$ cat config.mk
export PLATFORM = sky130hd
export DESIGN_NAME = uart_rx_dma
export DESIGN_NICKNAME = d
export VERILOG_FILES = /design/src/rtl/uart_rx_dma_pkg.sv /design/src/rtl/uart_rx_dma_ring.sv /design/src/rtl/uart_rx_dma.sv
export SDC_FILE = /design/constraint.sdc
export NUM_CORES = 1
export LEC_CHECK = 0
export ABC_AREA = 1
export BUFFER_PORTS_ARGS = -buffer_cell sky130_fd_sc_hd__clkbuf_2
export CAP_MARGIN = 20
export CORE_MARGIN = 1.5
export CORE_UTILIZATION = 60
export CTS_BUF_LIST = sky130_fd_sc_hd__clkbuf_2 sky130_fd_sc_hd__clkbuf_4 sky130_fd_sc_hd__clkbuf_8
export DETAILED_ROUTE_END_ITERATION = 8
export PLACE_DENSITY_LB_ADDON = 0.2
export SKIP_CTS_REPAIR_TIMING = 1
export SLEW_MARGIN = 20
export SYNTH_ARGS = -nofsm -noshare
export SYNTH_HDL_FRONTEND = slang
export SYNTH_HIERARCHICAL = 1
export SYNTH_SLANG_ARGS = --single-unit
$ cat constraint.sdc
create_clock -name i_clock -period 3.6 [get_ports i_clock]
set_input_delay 1.08 -clock i_clock [delete_from_list [all_inputs] [get_ports i_clock]]
set_output_delay 1.08 -clock i_clock [all_outputs]
set_load 0.01 [all_outputs]
$ cat src/rtl/uart_rx_dma_pkg.sv
// Shared types and constants for the UART receive-to-ring DMA controller.
package uart_rx_dma_pkg;

    // Controller states.
    typedef enum logic [2:0] {
        ST_IDLE,
        ST_STATUS,
        ST_STATUS_GAP,
        ST_DATA,
        ST_DATA_GAP,
        ST_WRITE,
        ST_FULL,
        ST_POLL_WAIT
    } state_e;

    // UART register map and status layout.
    localparam logic [1:0] ADDR_DATA        = 2'd0;
    localparam logic [1:0] ADDR_STATUS      = 2'd1;
    localparam int         STATUS_EMPTY_BIT = 1;

    // Ring entry layout: three data bytes, oldest in the low byte, count on top.
    localparam int         ENTRY_BYTE0_LSB  = 0;
    localparam int         ENTRY_BYTE1_LSB  = 8;
    localparam int         ENTRY_BYTE2_LSB  = 16;
    localparam int         ENTRY_COUNT_LSB  = 24;
    localparam logic [1:0] BYTES_PER_ENTRY  = 2'd3;

    // Build a ring entry from the byte store and its valid count.
    function automatic logic [31:0] pack_entry(input logic [2:0][7:0] bytes,
                                               input logic [1:0]      count);
        logic [31:0] entry;
        entry = '0;
        entry[ENTRY_BYTE0_LSB +: 8] = bytes[0];
        entry[ENTRY_BYTE1_LSB +: 8] = bytes[1];
        entry[ENTRY_BYTE2_LSB +: 8] = bytes[2];
        entry[ENTRY_COUNT_LSB +: 8] = {6'b0, count};
        return entry;
    endfunction

endpackage

$ cat src/rtl/uart_rx_dma_ring.sv
// Producer side of the word ring: write index with wrap bit and full detect.
module uart_rx_dma_ring
    import uart_rx_dma_pkg::*;
#(
    parameter int RING_WORDS = 64
) (
    input  logic                        i_clock,
    input  logic                        i_reset,
    input  logic                        i_advance,
    input  logic [$clog2(RING_WORDS):0] i_rd_index,
    output logic [$clog2(RING_WORDS):0] o_wr_index,
    output logic                        o_full
);

    // Indices match in the low bits but differ in the wrap bit when full.
    localparam logic [$clog2(RING_WORDS):0] FULL_XOR = {1'b1, {$clog2(RING_WORDS){1'b0}}};

    logic [$clog2(RING_WORDS):0] r_wr_index;

    // Advance the write index once per accepted memory write; the natural
    // width wrap gives modulo 2*RING_WORDS.
    always_ff @(posedge i_clock or negedge i_reset) begin
        if (!i_reset) begin
            r_wr_index <= '0;
        end else if (i_advance) begin
            r_wr_index <= r_wr_index + 1'b1;
        end
    end

    assign o_wr_index = r_wr_index;
    assign o_full     = (r_wr_index ^ i_rd_index) == FULL_XOR;

endmodule

$ cat src/rtl/uart_rx_dma.sv
// Polls the UART receiver, packs received bytes three per word and writes
// each word into a software-owned ring buffer in system memory.
module uart_rx_dma
    import uart_rx_dma_pkg::*;
#(
    parameter int RING_WORDS   = 64,
    parameter int FLUSH_CYCLES = 1024,
    parameter int POLL_GAP     = 16
) (
    input  logic                        i_clock,
    input  logic                        i_reset,
    input  logic                        i_enable,
    input  logic [31:0]                 i_base,
    input  logic [$clog2(RING_WORDS):0] i_rd_index,
    output logic [$clog2(RING_WORDS):0] o_wr_index,
    output logic                        o_full,
    output logic                        o_interrupt,
    output logic                        o_uart_request,
    output logic [1:0]                  o_uart_address,
    input  logic [31:0]                 i_uart_rdata,
    input  logic                        i_uart_ready,
    output logic                        o_mem_request,
    output logic                        o_mem_rw,
    output logic [31:0]                 o_mem_address,
    output logic [31:0]                 o_mem_wdata,
    input  logic                        i_mem_ready
);

    localparam int IDX_W = $clog2(RING_WORDS) + 1;
    localparam int TMR_W = $clog2(FLUSH_CYCLES + 1);
    localparam int GAP_W = $clog2(POLL_GAP + 1);
    localparam logic [TMR_W-1:0] FLUSH_LIMIT = TMR_W'(FLUSH_CYCLES);
    localparam logic [GAP_W-1:0] GAP_LAST    = GAP_W'(POLL_GAP - 1);

    state_e            r_state;
    state_e            w_state_next;
    logic [1:0]        r_pending;
    logic [2:0][7:0]   r_bytes;
    logic              r_empty;
    logic [TMR_W-1:0]  r_timer;
    logic [GAP_W-1:0]  r_gap_cnt;

    logic              r_uart_request;
    logic [1:0]        r_uart_address;
    logic              r_mem_request;
    logic [31:0]       r_mem_address;
    logic [31:0]       r_mem_wdata;
    logic              r_full;
    logic              r_interrupt;

    logic [IDX_W-1:0]  w_wr_index;
    logic              w_ring_full;
    logic              w_uart_done;
    logic              w_mem_done;
    logic              w_advance;
    logic [31:0]       w_entry_address;
    logic              w_unused_bits;

    assign w_uart_done     = r_uart_request & i_uart_ready;
    assign w_mem_done      = r_mem_request & i_mem_ready;
    assign w_advance       = (r_state == ST_WRITE) & w_mem_done;
    assign w_entry_address = {i_base[31:2], 2'b00} + (32'(w_wr_index[IDX_W-2:0]) << 2);
    assign w_unused_bits   = ^{i_uart_rdata[31:8], i_base[1:0]};

    uart_rx_dma_ring #(
        .RING_WORDS (RING_WORDS)
    ) u_ring (
        .i_clock    (i_clock),
        .i_reset    (i_reset),
        .i_advance  (w_advance),
        .i_rd_index (i_rd_index),
        .o_wr_index (w_wr_index),
        .o_full     (w_ring_full)
    );

    // State register.
    // NOTE: sequential blocks use non-blocking assignments so every register
    // samples pre-edge values no matter how the blocks are ordered.
    always_ff @(posedge i_clock or negedge i_reset) begin
        if (!i_reset) begin
            r_state <= ST_IDLE;
        end else begin
            r_state <= w_state_next;
        end
    end

    // Next-state decode.
    // NOTE: the default assignment ahead of the case covers every path, so
    // no latch is inferred for states that simply hold.
    always_comb begin
        w_state_next = r_state;
        case (r_state)
            ST_IDLE: begin
                if (i_enable)               w_state_next = ST_STATUS;
                else if (r_pending != 2'd0) w_state_next = ST_WRITE;
            end
            ST_STATUS: begin
                if (w_uart_done) w_state_next = ST_STATUS_GAP;
            end
            ST_STATUS_GAP: begin
                if (!r_empty)
                    w_state_next = ST_DATA;
                else if (r_pending != 2'd0 && r_timer >= FLUSH_LIMIT)
                    w_state_next = ST_WRITE;
                else
                    w_state_next = ST_POLL_WAIT;
            end
            ST_POLL_WAIT: begin
                if (r_gap_cnt == GAP_LAST) w_state_next = ST_IDLE;
            end
            ST_DATA: begin
                if (w_uart_done) w_state_next = ST_DATA_GAP;
            end
            ST_DATA_GAP: begin
                w_state_next = (r_pending == BYTES_PER_ENTRY) ? ST_WRITE : ST_STATUS;
            end
            ST_WRITE: begin
                // A write already on the bus is always allowed to finish.
                if (w_ring_full && !r_mem_request) w_state_next = ST_FULL;
                else if (w_mem_done)                w_state_next = ST_IDLE;
            end
            ST_FULL: begin
                if (!w_ring_full) w_state_next = ST_WRITE;
            end
            default: w_state_next = ST_IDLE;
        endcase
    end

    // Registered bus outputs, derived from the state being entered.
    always_ff @(posedge i_clock or negedge i_reset) begin
        if (!i_reset) begin
            r_uart_request <= 1'b0;
            r_uart_address <= ADDR_DATA;
            r_mem_request  <= 1'b0;
            r_mem_address  <= '0;
            r_mem_wdata    <= '0;
            r_full         <= 1'b0;
            r_interrupt    <= 1'b0;
        end else begin
            r_uart_request <= (w_state_next == ST_STATUS) || (w_state_next == ST_DATA);
            if (w_state_next == ST_STATUS) r_uart_address <= ADDR_STATUS;
            if (w_state_next == ST_DATA)   r_uart_address <= ADDR_DATA;
            r_mem_request  <= (w_state_next == ST_WRITE) && !w_ring_full;
            // Address and data freeze once the request is up.
            if (w_state_next == ST_WRITE && !r_mem_request) begin
                r_mem_address <= w_entry_address;
                r_mem_wdata   <= pack_entry(r_bytes, r_pending);
            end
            r_full         <= (w_state_next == ST_FULL);
            r_interrupt    <= w_advance;
        end
    end

    // Byte packing, status capture, flush timer and poll gap counter.
    // NOTE: the byte store is reset and cleared after every write so the
    // unused slots of a partial entry are guaranteed to read as zero.
    always_ff @(posedge i_clock or negedge i_reset) begin
        if (!i_reset) begin
            r_pending <= 2'd0;
            r_bytes   <= '0;
            r_empty   <= 1'b1;
            r_timer   <= '0;
            r_gap_cnt <= '0;
        end else begin
            if (r_state == ST_STATUS && w_uart_done) begin
                r_empty <= i_uart_rdata[STATUS_EMPTY_BIT];
            end

            if (r_state == ST_DATA && w_uart_done) begin
                r_bytes[r_pending] <= i_uart_rdata[7:0];
                r_pending          <= r_pending + 2'd1;
                r_timer            <= '0;
            end else if (w_advance) begin
                r_pending <= 2'd0;
                r_bytes   <= '0;
                r_timer   <= '0;
            end else if (r_pending != 2'd0 && r_state != ST_DATA && r_timer < FLUSH_LIMIT) begin
                r_timer <= r_timer + 1'b1;
            end

            r_gap_cnt <= (r_state == ST_POLL_WAIT) ? r_gap_cnt + 1'b1 : '0;
        end
    end

    assign o_wr_index     = w_wr_index;
    assign o_full         = r_full;
    assign o_interrupt    = r_interrupt;
    assign o_uart_request = r_uart_request;
    assign o_uart_address = r_uart_address;
    assign o_mem_request  = r_mem_request;
    assign o_mem_rw       = 1'b1;
    assign o_mem_address  = r_mem_address;
    assign o_mem_wdata    = r_mem_wdata;

endmodule
==> results.json, run 1 <==
{
  "synth_top_area_share_pct": 46.4,
  "setup_tns_ps": 0,
  "ys_warn_count": 6,
  "cp-end-kind": "flip-flop",
  "comb_power_share_pct": 38.7,
  "crit_family": "simple AND/OR/NAND/NOR gates",
  "final_max_slew_viol_count": 0,
  "cts_root_buf": "clkbuf_8",
  "rows": 36,
  "peakVddDrop_mv": 0.739,
  "vias": 5611,
  "worstSkewPairLatency_ps": 440,
  "switching_share_pct": 41.5,
  "setup_violations": 0,
  "drive_gt1_share_pct": 18.3,
  "path_cells": "clkbuf_2 > nand2_1 > clkinv_1 > nor2_1 > nor2_1 > nand2_1 > nor2_1 > nand2_1 > nand2_1 > nand2_1 > nand3_1 > nor2_2 > nand3_2 > nor2_4 > buf_12 > nand2_1 > nand2_1",
  "synth_area_leaders": "dfrtp_1 46%, nand2_1 21%, nand3_1 4.5%",
  "cts.reportedPaths.clkPinSlew_ps": 70,
  "use_met3_pct": 5.03,
  "track_usage_pct": 29.4,
  "initial_utilization_pct": 62.1,
  "drt_iter0_drc": 321,
  "fin_worst_skew_ps": 10.5,
  "async_reset_ff_share_pct": 100,
  "multi_input_area_um2": 2780,
  "synth_edf_count": 0,
  "use_met2_pct": 47.1,
  "grt_busiest_layer": "met2",
  "final_cell_mix": "338 x nand2_1, 116 x clkbuf_2, 113 x dfrtp_1, 71 x inv_1, 60 x nor2_1",
  "viasPerCell": 5.23,
  "slowest_stage": "nor2_4",
  "final_nets": 1018,
  "postRouteAntennaNets": 0,
  "nFillCells": 841,
  "critical-path-max-stage-delay_ps": 360,
  "finalWirelength_um": 14800,
  "status": "complete, no violations",
  "chipWidth_um": 104,
  "htreeDepth": 4,
  "sequentialPowerShare_pct": 38.4,
  "drc": 0,
  "setup_ws_ps": 1000,
  "overflow": 0,
  "slew_headroom_pct": 48.3,
  "path_buf_inv": 3,
  "die_area_um2": 10800,
  "tightest_slew_ps": 775,
  "crit_type": "in -> reg",
  "ys_seq_area_share_pct": 46.8,
  "grt_pass1_vias": 5512,
  "grt_max_degree": 57,
  "timing.final.crit_share_pct": 72.2,
  "grt_pass1_wl_um": 25500,
  "core_area_um2": 9820,
  "crit_path_max_fanout": 40,
  "min_path_type": "reg -> reg",
  "portBuffers": 117,
  "synth.distinct_cells": 38,
  "p_switching_mw": 2.32,
  "cellLeakagePower_nw": 4.11,
  "pwr-share-clk_pct": 23.0,
  "layout_min_cycle_time_ps": 2600,
  "cts.sinks": 114,
  "diodes": 0,
  "antenna_found_initial": 0,
  "globalplace.congestion": 0.934,
  "ys.flop_type": "dfrtp_1",
  "cts_made_buffers": 17,
  "power_density_nw_per_um2": 778,
  "cts_tree": "built",
  "synthCells": 808,
  "max_freq_mhz": 385,
  "required_ps": 3970,
  "start_kind": "primary input",
  "ys_seq_elements": 114,
  "synth_area_um2": 6100,
  "yosysTopAreaCell": "dfrtp_1",
  "dp_hpwl_um": 10500,
  "final_common_cell": "nand2_1",
  "routedWlPerCell_um": 13.8,
  "fp.dieH_um": 104,
  "area_delta_synth_final_pct": 17.7,
  "clock_path_buffers": 2,
  "rsz0062_at_grt": "no",
  "dr.pass1.iters": 7,
  "io_pins": 154,
  "cp_common_cell": "nand2_1",
  "grt_use_met1_pct": 39.6,
  "drv_cap": 0,
  "regArea_um2": 2850,
  "synth.avg_cell_area_um2": 7.55,
  "dp_slack_ps": 562,
  "crit_arrival_ps": 2960,
  "hold_viol": 0,
  "p_int_mw": 3.26
}
==> routing by layer <==
metal,wire length [um],vias up
met4,329,0
li1,-,2739
met2,7140,201
met5,0,-
met1,6550,2640
met3,803,31
==> final timing paths <==
path / start / endpoint / slack [ps] / cells past startpoint
min in group asynchronous: i_reset / o_mem_address[12]$_DFFE_PN0P_ / 640 / 1
min reg2reg: r_gap_cnt[0]$_DFF_PN0_ / r_gap_cnt[0]$_DFF_PN0_ / 470 / 1
max in group asynchronous: i_reset / o_mem_address[7]$_DFFE_PN0P_ / 2210 / 2
max: i_rd_index[0] / o_mem_wdata[6]$_DFFE_PN0P_ / 1000 / 17
min: r_gap_cnt[0]$_DFF_PN0_ / r_gap_cnt[0]$_DFF_PN0_ / 470 / 1
max reg2reg: r_gap_cnt[0]$_DFF_PN0_ / o_mem_wdata[6]$_DFFE_PN0P_ / 1220 / 14
==> power groups by stage <==
stage | Combinational (mW) | Sequential, mW | Clock (mW)
4_1_cts | 2.18 | 2.14 | 1.29
6_report | 2.16 | 2.14 | 1.28
5_1_grt | 2.44 | 2.20 | 1.36
3_5_place_dp | 2.16 | 2.15 | 0
3_3_place_gp | 2.07 | 2.12 | 0
2_1_floorplan | 1.42 | 2.19 | 0
==> sequential cells by signal, indices dropped and copies added (netlist names), 2 cells and up <==
register,count
o_mem_address,30
o_mem_wdata,26
r_bytes,24
r_gap_cnt,5
r_pending,2
r_state,3
r_timer,11
u_ring/o_wr_index,7
==> area by class of cell <==
type / count / area share (%)
clock buffers: 18 / 3.45
clock inverters: 14 / 2.48
inverters: 76 / 4.01
multi-input cells: 596 / 38.7
flip-flops and latches: 114 / 39.8
well taps: 133 / 2.32
repair buffers: 122 / 9.24
==> per-stage QoR <==
step                std cells  hold slack [ps]  util (%)  instance area [um2]  total power [mW]
floorplan                 816              433         -                 6130              3.61
global placement         1041              446      68.8                 6750              4.20
detailed placement       1041              456      68.8                 6750              4.31
CTS                      1073              466      73.1                 7180              5.61
global route             1073              490      73.1                 7180              6.00
finish                   1073              468      73.1                 7180              5.58
==> cells in the mapped netlist, types with 2 or more instances <==
master	n
inv_2	3
buf_2	5
dfrtp_1	113
ha_1	14
conb_1	2
nand3b_1	7
clkbuf_1	5
buf_4	14
inv_1	71
and3_1	2
nor3_1	7
nor2_1	60
nand3_2	4
and2_1	4
nor3b_1	2
nand3_1	55
xor2_1	19
nor2_2	4
buf_6	5
xnor2_1	2
nor2_4	2
o21ai_0	35
nand4_1	10
a21oi_1	12
nand2_1	338
==> cells by family (layout without fill, tap and decap cells) <==
logic type,count (synthesis),count (layout),synth area share (%)
and+or+nand+nor,498,498,34.3
DFF,114,114,46.8
buffers and inverters,106,230,8.15
AOI/OAI and AO/OA,52,52,4.43
xor gates and xnor gates,21,21,3.02
adders and majority gates,15,15,3.20
other,2,10,0.123
No activity file was read; power rests on OpenSTA's default activity.
==> run 2: changes to the inputs <==
--- a/config.mk
+++ b/config.mk
@@ -9,7 +9,7 @@
 export BUFFER_PORTS_ARGS = -buffer_cell sky130_fd_sc_hd__clkbuf_2
 export CAP_MARGIN = 20
 export CORE_MARGIN = 1.5
-export CORE_UTILIZATION = 60
+export CORE_UTILIZATION = 50
 export CTS_BUF_LIST = sky130_fd_sc_hd__clkbuf_2 sky130_fd_sc_hd__clkbuf_4 sky130_fd_sc_hd__clkbuf_8
 export DETAILED_ROUTE_END_ITERATION = 8
 export PLACE_DENSITY_LB_ADDON = 0.2
==> constraint.sdc (replaced) <==
create_clock -name i_clock -period 2.3 [get_ports i_clock]
set_input_delay 0.69 -clock i_clock [delete_from_list [all_inputs] [get_ports i_clock]]
set_output_delay 0.69 -clock i_clock [all_outputs]
set_load 0.01 [all_outputs]
==> run 2 against run 1 <==
  * Total power is 63% higher
  * Sequential cell count did not move
  * Sequential power rose by 55%
  * Register-to-register slack lost 1000 ps
  * Combinational power grew 74%
  * Global-route usage shrank 6.0 points
  * Cell count up 4.6%
  * Sequential share of layout area is 1.8 points lower
  * First-iteration DRC count down 5.3%
  * Largest power group unchanged
  * Highest routed layer unchanged
==> results.json, run 2 (synthesis results as in run 1) <==
{
  "viasPerCell": 4.84,
  "p_switching_mw": 3.52,
  "finalWirelength_um": 13900,
  "overflow": 0,
  "area_delta_synth_final_pct": 23.3,
  "postRouteAntennaNets": 0,
  "io_pins": 154,
  "cellLeakagePower_nw": 4.30,
  "setup_violations": 0,
  "portBuffers": 117,
  "largest_reg_flops": 30,
  "drc": 0,
  "clock_path_buffers": 2,
  "crit_arrival_ps": 2450,
  "grt_max_degree": 38,
  "p_int_mw": 5.59,
  "comb_power_share_pct": 41.2,
  "grt_pass1_vias": 5102,
  "dp_hpwl_um": 10400,
  "cts.reportedPaths.clkPinSlew_ps": 70,
  "crit_type": "reg -> reg",
  "rsz0062_at_grt": "no",
  "grt_pass1_wl_um": 23600,
  "antenna_found_initial": 0,
  "dp_slack_ps": -142,
  "pwr-share-clk_pct": 22.4,
  "rows": 40,
  "fin_worst_skew_ps": 11.7,
  "globalplace.congestion": 0.876,
  "track_usage_pct": 23.3,
  "required_ps": 2620,
  "slew_headroom_pct": 50.9,
  "switching_share_pct": 38.6,
  "setup_ws_ps": 170,
  "multi_input_area_um2": 2780,
  "timing.rr.end": "o_mem_address[28]$_DFFE_PN0P_",
  "sequentialPowerShare_pct": 36.4,
  "layout_min_cycle_time_ps": 2130,
  "regArea_um2": 2860,
  "peakVddDrop_mv": 0.855,
  "drive_gt1_share_pct": 21.4,
  "diodes": 0,
  "final_nets": 1053,
  "hold_viol": 0,
  "rrSetupSlack_ps": 170,
  "min_path_type": "in -> async",
  "status": "complete, no violations",
  "post-route-util_pct": 62.9,
  "cts_tree": "built",
  "crit_path_max_fanout": 6,
  "fp.dieH_um": 113,
  "initial_utilization_pct": 51.0,
  "cts.sinks": 114,
  "cp-end-kind": "flip-flop",
  "power_mw": 9.12,
  "cts_root_buf": "clkbuf_8",
  "routedWlPerCell_um": 12.4,
  "max_freq_mhz": 470,
  "final_common_cell": "nand2_1",
  "htreeDepth": 4,
  "timing.final.crit_share_pct": 92.6,
  "cts_made_buffers": 17,
  "nFillCells": 1101,
  "power_density_nw_per_um2": 1210,
  "final_max_slew_viol_count": 0,
  "worstSkewPairLatency_ps": 440,
  "vias": 5430,
  "dr.pass1.iters": 7,
  "r2r-start": "u_ring/o_wr_index[4]$_DFFE_PN0P_",
  "core_area_um2": 12000,
  "r2r_cells": 10,
  "die_area_um2": 12900,
  "chipWidth_um": 113,
  "final_cell_mix": "338 x nand2_1, 116 x clkbuf_2, 112 x dfrtp_1, 71 x inv_1, 59 x nor2_1",
  "start_kind": "flip-flop",
  "drv_cap": 0,
  "drt_iter0_drc": 304,
  "tightest_slew_ps": 735
}
## run 2: cell types whose count changed in the layout (fill, tap and decap cells not counted), moves of 2 or more
cell      change
clkinv_2      +2
buf_4        +31
clkbuf_8      +5
buf_12        +3
clkinv_4      -5
inv_6         -3
## run 2: worst max-delay path, cell delays in order, from the launching register on
cell,delay (ps)
dfrtp_1,470
ha_1,390
nand2_1,110
nor2_1,180
nand2_1,100
o21ai_0,410
nand2_1,100
nand2_1,80
nand2_1,50
nand2_1,70
nand2_1,50
## run 2: metrics by stage
stage               TNS, ps  area [um2]  cells  hold slack [ps]
floorplan                 0        6130    816              394
global placement      -6100        7050   1089              451
detailed placement    -6570        7050   1089              459
CTS                       0        7490   1121              197
global route              0        7520   1122              226
finish                    0        7520   1122              206
## run 2: how the worst max path moves through the flow
stage	from	to	slack, ps
2_1_floorplan	i_base[2]	o_mem_address[10]$_DFFE_PN0P_	210
3_3_place_gp	i_rd_index[0]	o_mem_wdata[8]$_DFFE_PN0P_	-120
3_5_place_dp	i_rd_index[0]	o_mem_address[21]$_DFFE_PN0P_	-140
4_1_cts	r_gap_cnt[0]$_DFF_PN0_	o_mem_address[28]$_DFFE_PN0P_	100
5_1_grt	u_ring/o_wr_index[2]$_DFFE_PN0P_	o_mem_address[15]$_DFFE_PN0P_	8
6_report	u_ring/o_wr_index[4]$_DFFE_PN0P_	o_mem_address[28]$_DFFE_PN0P_	170
## run 2: cell type report
| class | count | area share, % |
|---|---|---|
| Sequential cell | 114 | 38.0 |
| Multi-Input combinational cell | 596 | 37.0 |
| Timing Repair Buffer | 157 | 12.9 |
| Clock buffer | 23 | 4.21 |
| Inverter | 76 | 3.83 |
| Tap cell | 147 | 2.45 |
| Clock inverter | 9 | 1.66 |
## run 2: power groups by stage
stage               Sequential, mW  Clock (mW)  Combinational (mW)
CTS                           3.32        2.09                3.73
global route                  3.41        2.18                4.29
finish                        3.32        2.04                3.75
floorplan                     3.43           0                2.22
global placement              3.33           0                3.65
detailed placement            3.34           0                3.70
## run 2: routing by layer
metal,GRT usage [%],up-vias,wire length [um]
met5,0,-,0
met2,36.8,119,6500
li1,-,2814,-
met3,5.21,10,579
met1,31.9,2487,6710
met4,8.50,0,130
